### config.mk
export PLATFORM = sky130hd
export DESIGN_NAME = pe_ctrl_1st
export DESIGN_NICKNAME = d
export VERILOG_FILES = /design/src/rtl/pe_ctrl_1st.sv
export SDC_FILE = /design/constraint.sdc
export NUM_CORES = 1
export LEC_CHECK = 0
export CORE_ASPECT_RATIO = 1.2
export CORE_MARGIN = 10
export CORE_UTILIZATION = 46
export CTS_CLUSTER_DIAMETER = 120
export CTS_CLUSTER_SIZE = 40
export DETAILED_ROUTE_END_ITERATION = 16
export PLACE_DENSITY = 0.81
export SETUP_SLACK_MARGIN = 0.3
export SYNTH_ARGS = -nofsm -noshare
export SYNTH_HDL_FRONTEND = slang
export SYNTH_SLANG_ARGS = --single-unit
### constraint.sdc
create_clock -name clk -period 1.7 [get_ports clk]
set_input_delay 0.425 -clock clk [delete_from_list [all_inputs] [get_ports clk]]
set_output_delay 0.425 -clock clk [all_outputs]
set_load 0.005 [all_outputs]
### src/rtl/pe_ctrl_1st.sv
// rtl/pe_ctrl_1st.sv - sequencer for one PE MAC pass: flush, tap reads, accumulate, result pulse
// Every output is a register, updated on the same edge as the state it belongs to.
module pe_ctrl_1st #(
    parameter int MAX_TAPS = 25,
    parameter int ADDR_W   = 5
) (
    input  logic              clk,
    input  logic              rst_n,
    input  logic              start,
    input  logic [ADDR_W:0]   num_taps_i,
    input  logic              abort,
    output logic              busy,
    output logic              rd_en,
    output logic [ADDR_W-1:0] rd_addr,
    output logic              pe_en,
    output logic              pe_flush,
    output logic              res_valid,
    output logic              done
);

    typedef enum logic [2:0] {
        IDLE,
        CLEAR,
        RUN,
        DRAIN,
        DONE
    } state_t;

    localparam logic [ADDR_W:0]   MAX_N    = (ADDR_W+1)'(MAX_TAPS);
    localparam logic [ADDR_W:0]   ONE_N    = 1;
    localparam logic [ADDR_W-1:0] ONE_ADDR = 1;

    state_t          state;
    logic [ADDR_W:0] n_taps;
    logic            pe_d1;
    logic            drain_cnt;
    logic            last_tap;

    assign last_tap = ({1'b0, rd_addr} == (n_taps - ONE_N));

    always_ff @(posedge clk or negedge rst_n) begin
        if (!rst_n) begin
            state     <= IDLE;
            n_taps    <= '0;
            pe_d1     <= 1'b0;
            drain_cnt <= 1'b0;
            busy      <= 1'b0;
            rd_en     <= 1'b0;
            rd_addr   <= '0;
            pe_en     <= 1'b0;
            pe_flush  <= 1'b0;
            res_valid <= 1'b0;
            done      <= 1'b0;
        end else begin
            // Two-stage delay matches buffer read latency plus the PE product register.
            pe_d1     <= rd_en;
            pe_en     <= pe_d1;
            pe_flush  <= 1'b0;
            res_valid <= 1'b0;
            done      <= 1'b0;

            case (state)
                IDLE: begin
                    if (start && (num_taps_i != '0)) begin
                        n_taps   <= (num_taps_i > MAX_N) ? MAX_N : num_taps_i;
                        state    <= CLEAR;
                        busy     <= 1'b1;
                        pe_flush <= 1'b1;
                    end
                end
                CLEAR, RUN, DRAIN: begin
                    if (abort) begin
                        // Cancelled pass: wipe the accumulator and anything still in flight.
                        state    <= IDLE;
                        busy     <= 1'b0;
                        rd_en    <= 1'b0;
                        rd_addr  <= '0;
                        pe_d1    <= 1'b0;
                        pe_en    <= 1'b0;
                        pe_flush <= 1'b1;
                    end else if (state == CLEAR) begin
                        state   <= RUN;
                        rd_en   <= 1'b1;
                        rd_addr <= '0;
                    end else if (state == RUN) begin
                        if (last_tap) begin
                            state     <= DRAIN;
                            rd_en     <= 1'b0;
                            rd_addr   <= '0;
                            drain_cnt <= 1'b0;
                        end else begin
                            rd_addr <= rd_addr + ONE_ADDR;
                        end
                    end else begin
                        if (drain_cnt) begin
                            state     <= DONE;
                            busy      <= 1'b0;
                            res_valid <= 1'b1;
                            done      <= 1'b1;
                        end else begin
                            drain_cnt <= 1'b1;
                        end
                    end
                end
                DONE: begin
                    state <= IDLE;
                end
                default: begin
                    state <= IDLE;
                    busy  <= 1'b0;
                    rd_en <= 1'b0;
                end
            endcase
        end
    end

endmodule

==> results.ini <==
[placed_design]
dp_cells=192
placed_cell_area_mm2=0.00156
numPortBuffers=20
pre_cts_slack_ps=-237
gp_congestion=0.784
post-dp-hpwl_um=2140

[cts]
cts_sinks=21
clk_path_buf_depth=2
worstSkewPairLatency_ps=310
cts_tree=yes
cts_htree_levels=1
root_buffer=clkbuf_4
cts_buffers=3
cts_hold_buf=0
clk_pin_slew_worst_paths_ps=120

[sta]
slew_viol_final=0
finalSetupTns_ps=-1250
clock_skew_ps=3.72
hold_viol=0
finalCritPeriodShare_pct=111
hold_ws_ps=430
max_slew_margin_pct=79.1
rsz0062_at_grt=true
setup_viol=9
fin_ws_ps=-183
tightest_slew_ps=311
fin_crit_ps=1880
fmax_mhz=531

[drt]
ant_nets=0
drt_iter0_drc=36
wl_um=3040
wl_per_cell_um=14.9
dr.pass1.iters=4
vias=1076
drc=0
via_per_inst=5.27

[power_and_ir_drop]
sw_frac_of_total_pct=39.3
netSwitchingPower_mw=1.02
p_int_mw=1.58
power_mw=2.60
p_leak_nw=0.828
power_density_mw_per_mm2=1490
power_frac_seq_pct=30.3
comb_power_share_pct=60.2
p_clk_share_pct=9.6
vdd_drop_max_mv=1.01

[setup_path]
cp.arrival_ps=2100
reg2reg_from=n_taps[1]
reg2regPathDepth=9
critical_path_required_ps=1910
ff2ff_setup_slack_ps=-180
critPathKind=reg -> reg
cp-end-kind=register
reg2reg_to=rd_addr[0]
critPathMaxFanout=5
startpoint_type=register

[grt]
grt_first_pass_wirelength_um=4800
grt_antenna_before_repair=0
grt_pass1_vias=1045
gr-total-overflow=0
track_usage_pct=12.8
grt_max_degree=22

[yosys]
yosys.area_share.simple_pct=26.0
syn_inst=116
syn_nets=128
ys_types=36
muxShareOfSynthArea_pct=1.90
yosys_warnings=0
yosys_register_bits=21
syn_avg_cell_area_um2=9.68
synth_xor_area_share_pct=6.24
synthAdderAreaFrac_pct=2.23
synth_top_family_by_area=simple AND/OR/NAND/NOR gates
synth_compound_area_share_pct=13.4
syn-cell-area_mm2=0.00112
synth.yosys.seq_area_share_pct=46.8

[die]
fp.dieW_um=65.1
std_cell_rows=19
ios=21
dieArea_mm2=0.00482
initial_core_util_pct=48.7
die_h_um=74.1
core_mm2=0.00231

[cells_and_area]
diodes=0
area_delta_synth_final_pct=55.1
nets=186
fill_cells=167
stdcell_count=204
layout_common_cells=buf_4, dfrtp_1, nand2_1, nor2_1
layout-drive-gt1-share_pct=41.6
utilization_pct=75.5
design_area_mm2=0.00174
final_common_cell=buf_4

[outcome]
status=finished with violations
violations=setup timing

[run]
cap_viol_max_count=0

[worst_hold_path]
hold_path_class=in -> async

[layout make-up]
class                           count  area [um^2]  area share (%)
Timing Repair Buffer               58          490            28.2
Multi-Input combinational cell     88          651            37.4
Sequential cell                    21          527            30.3
Inverter                            2         7.51           0.431
Tap cell                           31         38.8            2.23
Clock buffer                        4         26.3            1.51
[metal layers]
layer  global-route usage, %  part of all wire [%]  vias up
li1                        -                     -      519
met1                    12.5                    36      523
met2                    25.1                    58       29
met3                    2.85                   4.2        5
met4                    5.71                   1.7        0
met5                       0                     0        -
[worst max-delay path by stage]
stage	startpoint	endpoint	slack [ps]	depth (start not counted)
after floorplan	n_taps[0]	rd_addr[0]	-150	8
after global placement	abort	rd_addr[2]	-190	6
after detailed placement	n_taps[0]	rd_addr[0]	-240	9
after CTS	n_taps[0]	rd_addr[0]	-230	9
after global routing	n_taps[0]	rd_addr[3]	-270	10
final	n_taps[1]	rd_addr[0]	-180	9
[cell usage after synthesis]
library cell   n  area [um^2]
nand2_1       14         52.6
a21o_1         2         15.0
a21oi_1        6         30.0
buf_4          1         7.51
o21ai_0        7         35.0
dfrtp_1       21          526
a22o_2         1         10.0
nor3_1         5         25.0
and2_1         3         18.8
xor2_1         3         26.3
a21o_2         1         8.76
nor2_4         1         11.3
nor2_1        11         41.3
buf_2          1         5.00
a32o_1         1         10.0
nor4_4         1         21.3
a31oi_1        3         18.8
or4_1          2         15.0
nand3_2        2         20.0
nand3b_1       1         7.51
nor3_2         1         10.0
ha_1           2         25.0
a32oi_1        1         8.76
buf_6          1         11.3
mux2i_1        1         10.0
or2_2          1         6.26
mux2_2         1         11.3
inv_1          2         7.51
nor2b_1        2         12.5
nor3b_1        2         15.0
a21boi_0       1         7.51
clkbuf_1       2         7.51
nand3_1        5         25.0
o22ai_1        1         6.26
or4b_1         1         10.0
xnor2_1        5         43.8
[sequential cells by signal, summed over array words and instances, names as in the netlist]
signal,count
n_taps,6
rd_addr,5
state,3
busy,1
done,1
drain_cnt,1
pe_d1,1
pe_en,1
pe_flush,1
rd_en,1
[power groups by stage]
| stage | combinational [mW] | sequential [mW] | clock, mW |
|---|---|---|---|
| floorplan | 0.703 | 0.801 | 0 |
| global placement | 1.26 | 0.784 | 0 |
| detailed placement | 1.32 | 0.791 | 0 |
| CTS | 1.44 | 0.782 | 0.249 |
| global route | 1.70 | 0.811 | 0.273 |
| finish | 1.56 | 0.787 | 0.249 |
[critical path, cell delays in order, from the launching register on]
cell	delay (ps)
dfrtp_1	410
inv_2	70
ha_4	140
xor2_2	180
xnor2_2	150
a32oi_2	100
nor4_4	230
buf_4	200
nor3_4	50
mux2_2	260
[timing repair]
item	CTS	global route
gates resized for setup	40	21
setup buffers	5	3
setup endpoints to repair	27	24
pin swaps	5	5
[cells by family (layout without fill, tap and decap cells)]
logic type      after synthesis  in the layout
simple gates                 52             52
mux                           2              2
buf+inv                       7             64
fa+ha+maj                     2              2
compound gates               24             24
flops                        21             21
xor+xnor                      8              8
Note: power is estimated with default switching activity, not from simulation.
==> variant (config.mk and constraints unchanged) <==
Make the reset (`rst_n`) synchronous in one clocked block.
--- a/src/rtl/pe_ctrl_1st.sv
+++ b/src/rtl/pe_ctrl_1st.sv
@@ -38,7 +38,7 @@
 
     assign last_tap = ({1'b0, rd_addr} == (n_taps - ONE_N));
 
-    always_ff @(posedge clk or negedge rst_n) begin
+    always_ff @(posedge clk) begin
         if (!rst_n) begin
             state     <= IDLE;
             n_taps    <= '0;
Behaviour: differs if rst_n is asserted again (counterexample within 4 cycles, from zero or initial values and one cycle with rst_n low); with rst_n held inactive, the same outputs for 10 cycles.
==> variant against the original RTL <==
  * The run still ends with setup timing left
  * First-iteration DRC count increased by 31%
  * Sequential cell count stayed put
  * Cell area decreased by 6.3%
  * Die area is 0.48% lower
  * Largest cell class unchanged
  * Clock skew decreased by 0.0029 ns
  * Via count up 4.4%
  * Critical path type unchanged
  * Worst setup slack better by 0.13 ns
  * Critical path depth down 3
  * Routed wire length rose by 2.3%
  * Area after synthesis shrank 0.67%
Power is not compared: it rests on default switching activity, and its combinational part moved more than twofold at a synthesized area within 25%.
==> variant: results (changes against the original RTL) <==
Parameter                              Value

STA
  Number of setup violations in the final report    5 (-4)
  Slew at the pin closest to its max-slew limit    0.4853 ns (+0.1746 ns)
  Min setup slack post-route    -0.05179 ns (+0.1316 ns)
  Fin Clk Skew    0.0007674 ns (-0.002948 ns)

Clock network
  Insertion delay of the later-clocked pin in the worst-skew pair    0.31 ns (about the same)
  Maximum clock insertion buffer count    2 (unchanged)
  Clock transition time at the flip-flop clock pins of the worst setup and hold paths    0.12 ns (about the same)
  Hold bufs inserted after CTS    0 (unchanged)
  Maximum level of the CTS H-tree    1 (unchanged)
  Clock buffers created by TritonCTS    3 (unchanged)
  Root buffer cell    sky130_fd_sc_hd__clkbuf_4

Place
  Weighted congestion reported at the end of routability-driven placement    0.8583 (+9.5%)
  Cell Count Post-Placement    186 (-3.1%)
  Buffers on Ports    20 (unchanged)
  HPWL after detailed placement    2251 um (+5.4%)

Yosys
  Leading register cell type out of synthesis    sky130_fd_sc_hd__dfxtp_1
  Number of distinct standard cells referenced by the synthesized netlist    44 (+22%)
  Net count of the mapped netlist    135 (+5.5%)
  Largest cells by area after synthesis    sky130_fd_sc_hd__dfxtp_1 38%, sky130_fd_sc_hd__xnor2_1 4.7%, sky130_fd_sc_hd__clkbuf_8 3.7%
  Post-synth top area share    0.3771 (-0.09112)
  Post-Synthesis Mean Instance Area    9.064 um^2 (-6.3%)
  Register area share after synthesis    0.3771 (-0.09112)
  Most frequent cells after synthesis    21 x sky130_fd_sc_hd__dfxtp_1, 11 x sky130_fd_sc_hd__nor2_1, 8 x sky130_fd_sc_hd__nand2_1
  Post-synthesis async set-or-reset flop share    0 (-1.000)
  Library cell occupying the most area in the post-synthesis netlist    sky130_fd_sc_hd__dfxtp_1

Critical path
  Slowest stage cell, crit path    sky130_fd_sc_hd__dfxtp_4
  Largest delay contributor family on the critical path    compound AO/OA/AOI/OAI gates
  CP max stage delay    roughly 0.40 ns
  Worst path arrival time    1.95 ns (-0.15 ns)
  Highest net fanout along the worst path    8 (+3)

Worst hold path
  Type of the tightest min-delay check    flop to flop

Finish
  Diodes inserted    0 (unchanged)
  Total Nets Final    181 (-2.7%)
  Top Registers    n_taps x6, rd_addr x5, state x3
  Fraction of final layout cells sized beyond drive strength 1    0.3810 (-0.03523)
  Number of fill cells in the layout    192 (+15%)
  Finished Layout Cells    199 (-2.5%)

Global routing
  Wire length of the first global-routing pass    5285 um (+10%)
  Antenna violations before repair    0 (unchanged)
  Pin count of the biggest net entering global routing    12 (-45%)
  Tot GR Track Use    0.1359 (+0.007787)

Power
  Leak Pwr    approximately 0.70 nW
  Worst VDD drop    763.0 uV

Outcome
  Violations in the final reports    setup timing
  Result of the run    complete, but fails checks

Detailed routing
  Iter 0 DRT Violations    47 (+31%)
  Total via count after detailed routing    1123 (+4.4%)
  First-pass iteration count of the detailed router    4 (unchanged)
  Wire length reported by the detailed router    3106 um (+2.3%)
==> variant: changes by cell type after synthesis, sizes merged, moves of 2 or more <==
cell    unedited run  this run
clkbuf             2         4
a21o               3         0
a311oi             0         4
and3               0         2
o31a               0         2
dfrtp             21         0
o211a              0         2
a21oi              6         3
nand4              0         2
nand2b             0         2
dfxtp              0        21
a21boi             1         4
nor3               6         3
nand2             14         8
==> variant: final timing paths <==
kind              from        to  slack [ns]  cells after the start
max reg2reg  n_taps[0]  state[0]       -0.05                      6
min reg2reg      pe_d1     pe_en        0.46                      1
max          n_taps[0]  state[0]       -0.05                      6
min              pe_d1     pe_en        0.46                      1
==> variant: per-stage QoR <==
| step | cell area (um^2) | power [mW] | TNS [ns] | hold WS [ns] | setup WS [ns] |
|---|---|---|---|---|---|
| floorplan | 1157 | 0.7206 | 0 | 0.4057 | 0.09581 |
| global route | 1630 | 1.164 | -0.5435 | 0.4642 | -0.09954 |
| detailed placement | 1471 | 0.8406 | -5.422 | 0.4351 | -0.6636 |
| finish | 1630 | 1.108 | -0.08468 | 0.4590 | -0.05179 |
| global placement | 1471 | 0.8271 | -4.329 | 0.4220 | -0.5281 |
| CTS | 1602 | 1.100 | -0.1001 | 0.4571 | -0.04027 |
==> variant: kinds of logic (layout without fill, tap and decap cells) <==
logic type                 count (synthesis)  count (layout)  share of synthesized area
AOI/OAI and AO/OA                         30              30                     0.2054
xor gates and xnor gates                  10              10                    0.07856
adders and majority gates                  2               2                    0.02244
buffers and inverters                     10              54                    0.06845
DFF                                       21              21                     0.3771
muxes                                      1               1                   0.008979
and+or+nand+nor                           49              50                     0.2391
==> variant: power by group through the flow <==
stage                     logic, mW  registers, mW  clock network [mW]
final                         0.310          0.551               0.247
after global routing          0.341          0.555               0.268
after CTS                     0.302          0.550               0.247
after detailed placement      0.278          0.563                   0
after global placement        0.266          0.561                   0
after floorplan               0.162          0.559                   0
==> variant: metal layers <==
| metal | share of wire | global-route usage | up-vias |
|---|---|---|---|
| met3 | 0.043 | 0.03191 | 10 |
| met2 | 0.55 | 0.2599 | 28 |
| li1 | - | - | 545 |
| met1 | 0.38 | 0.1355 | 540 |
| met5 | 0 | 0 | - |
| met4 | 0.022 | 0.06190 | 0 |
==> variant: final cells by class <==
type | instances | area, um^2 | area share
multi-input combinational | 93 | 714.4 | 0.4382
sequential | 21 | 447.9 | 0.2748
timing repair buffer | 47 | 389.1 | 0.2387
tap | 31 | 38.79 | 0.02379
clock buffer | 4 | 26.28 | 0.01612
inverter | 3 | 13.76 | 0.008442
==> variant: timing repair <==
item	CTS	global route
endpoints found under the hold margin	0	0
pin swaps	12	6
endpoints found under the setup margin	27	18
cloned	1	0
resized for setup	48	11
setup buffers	7	1
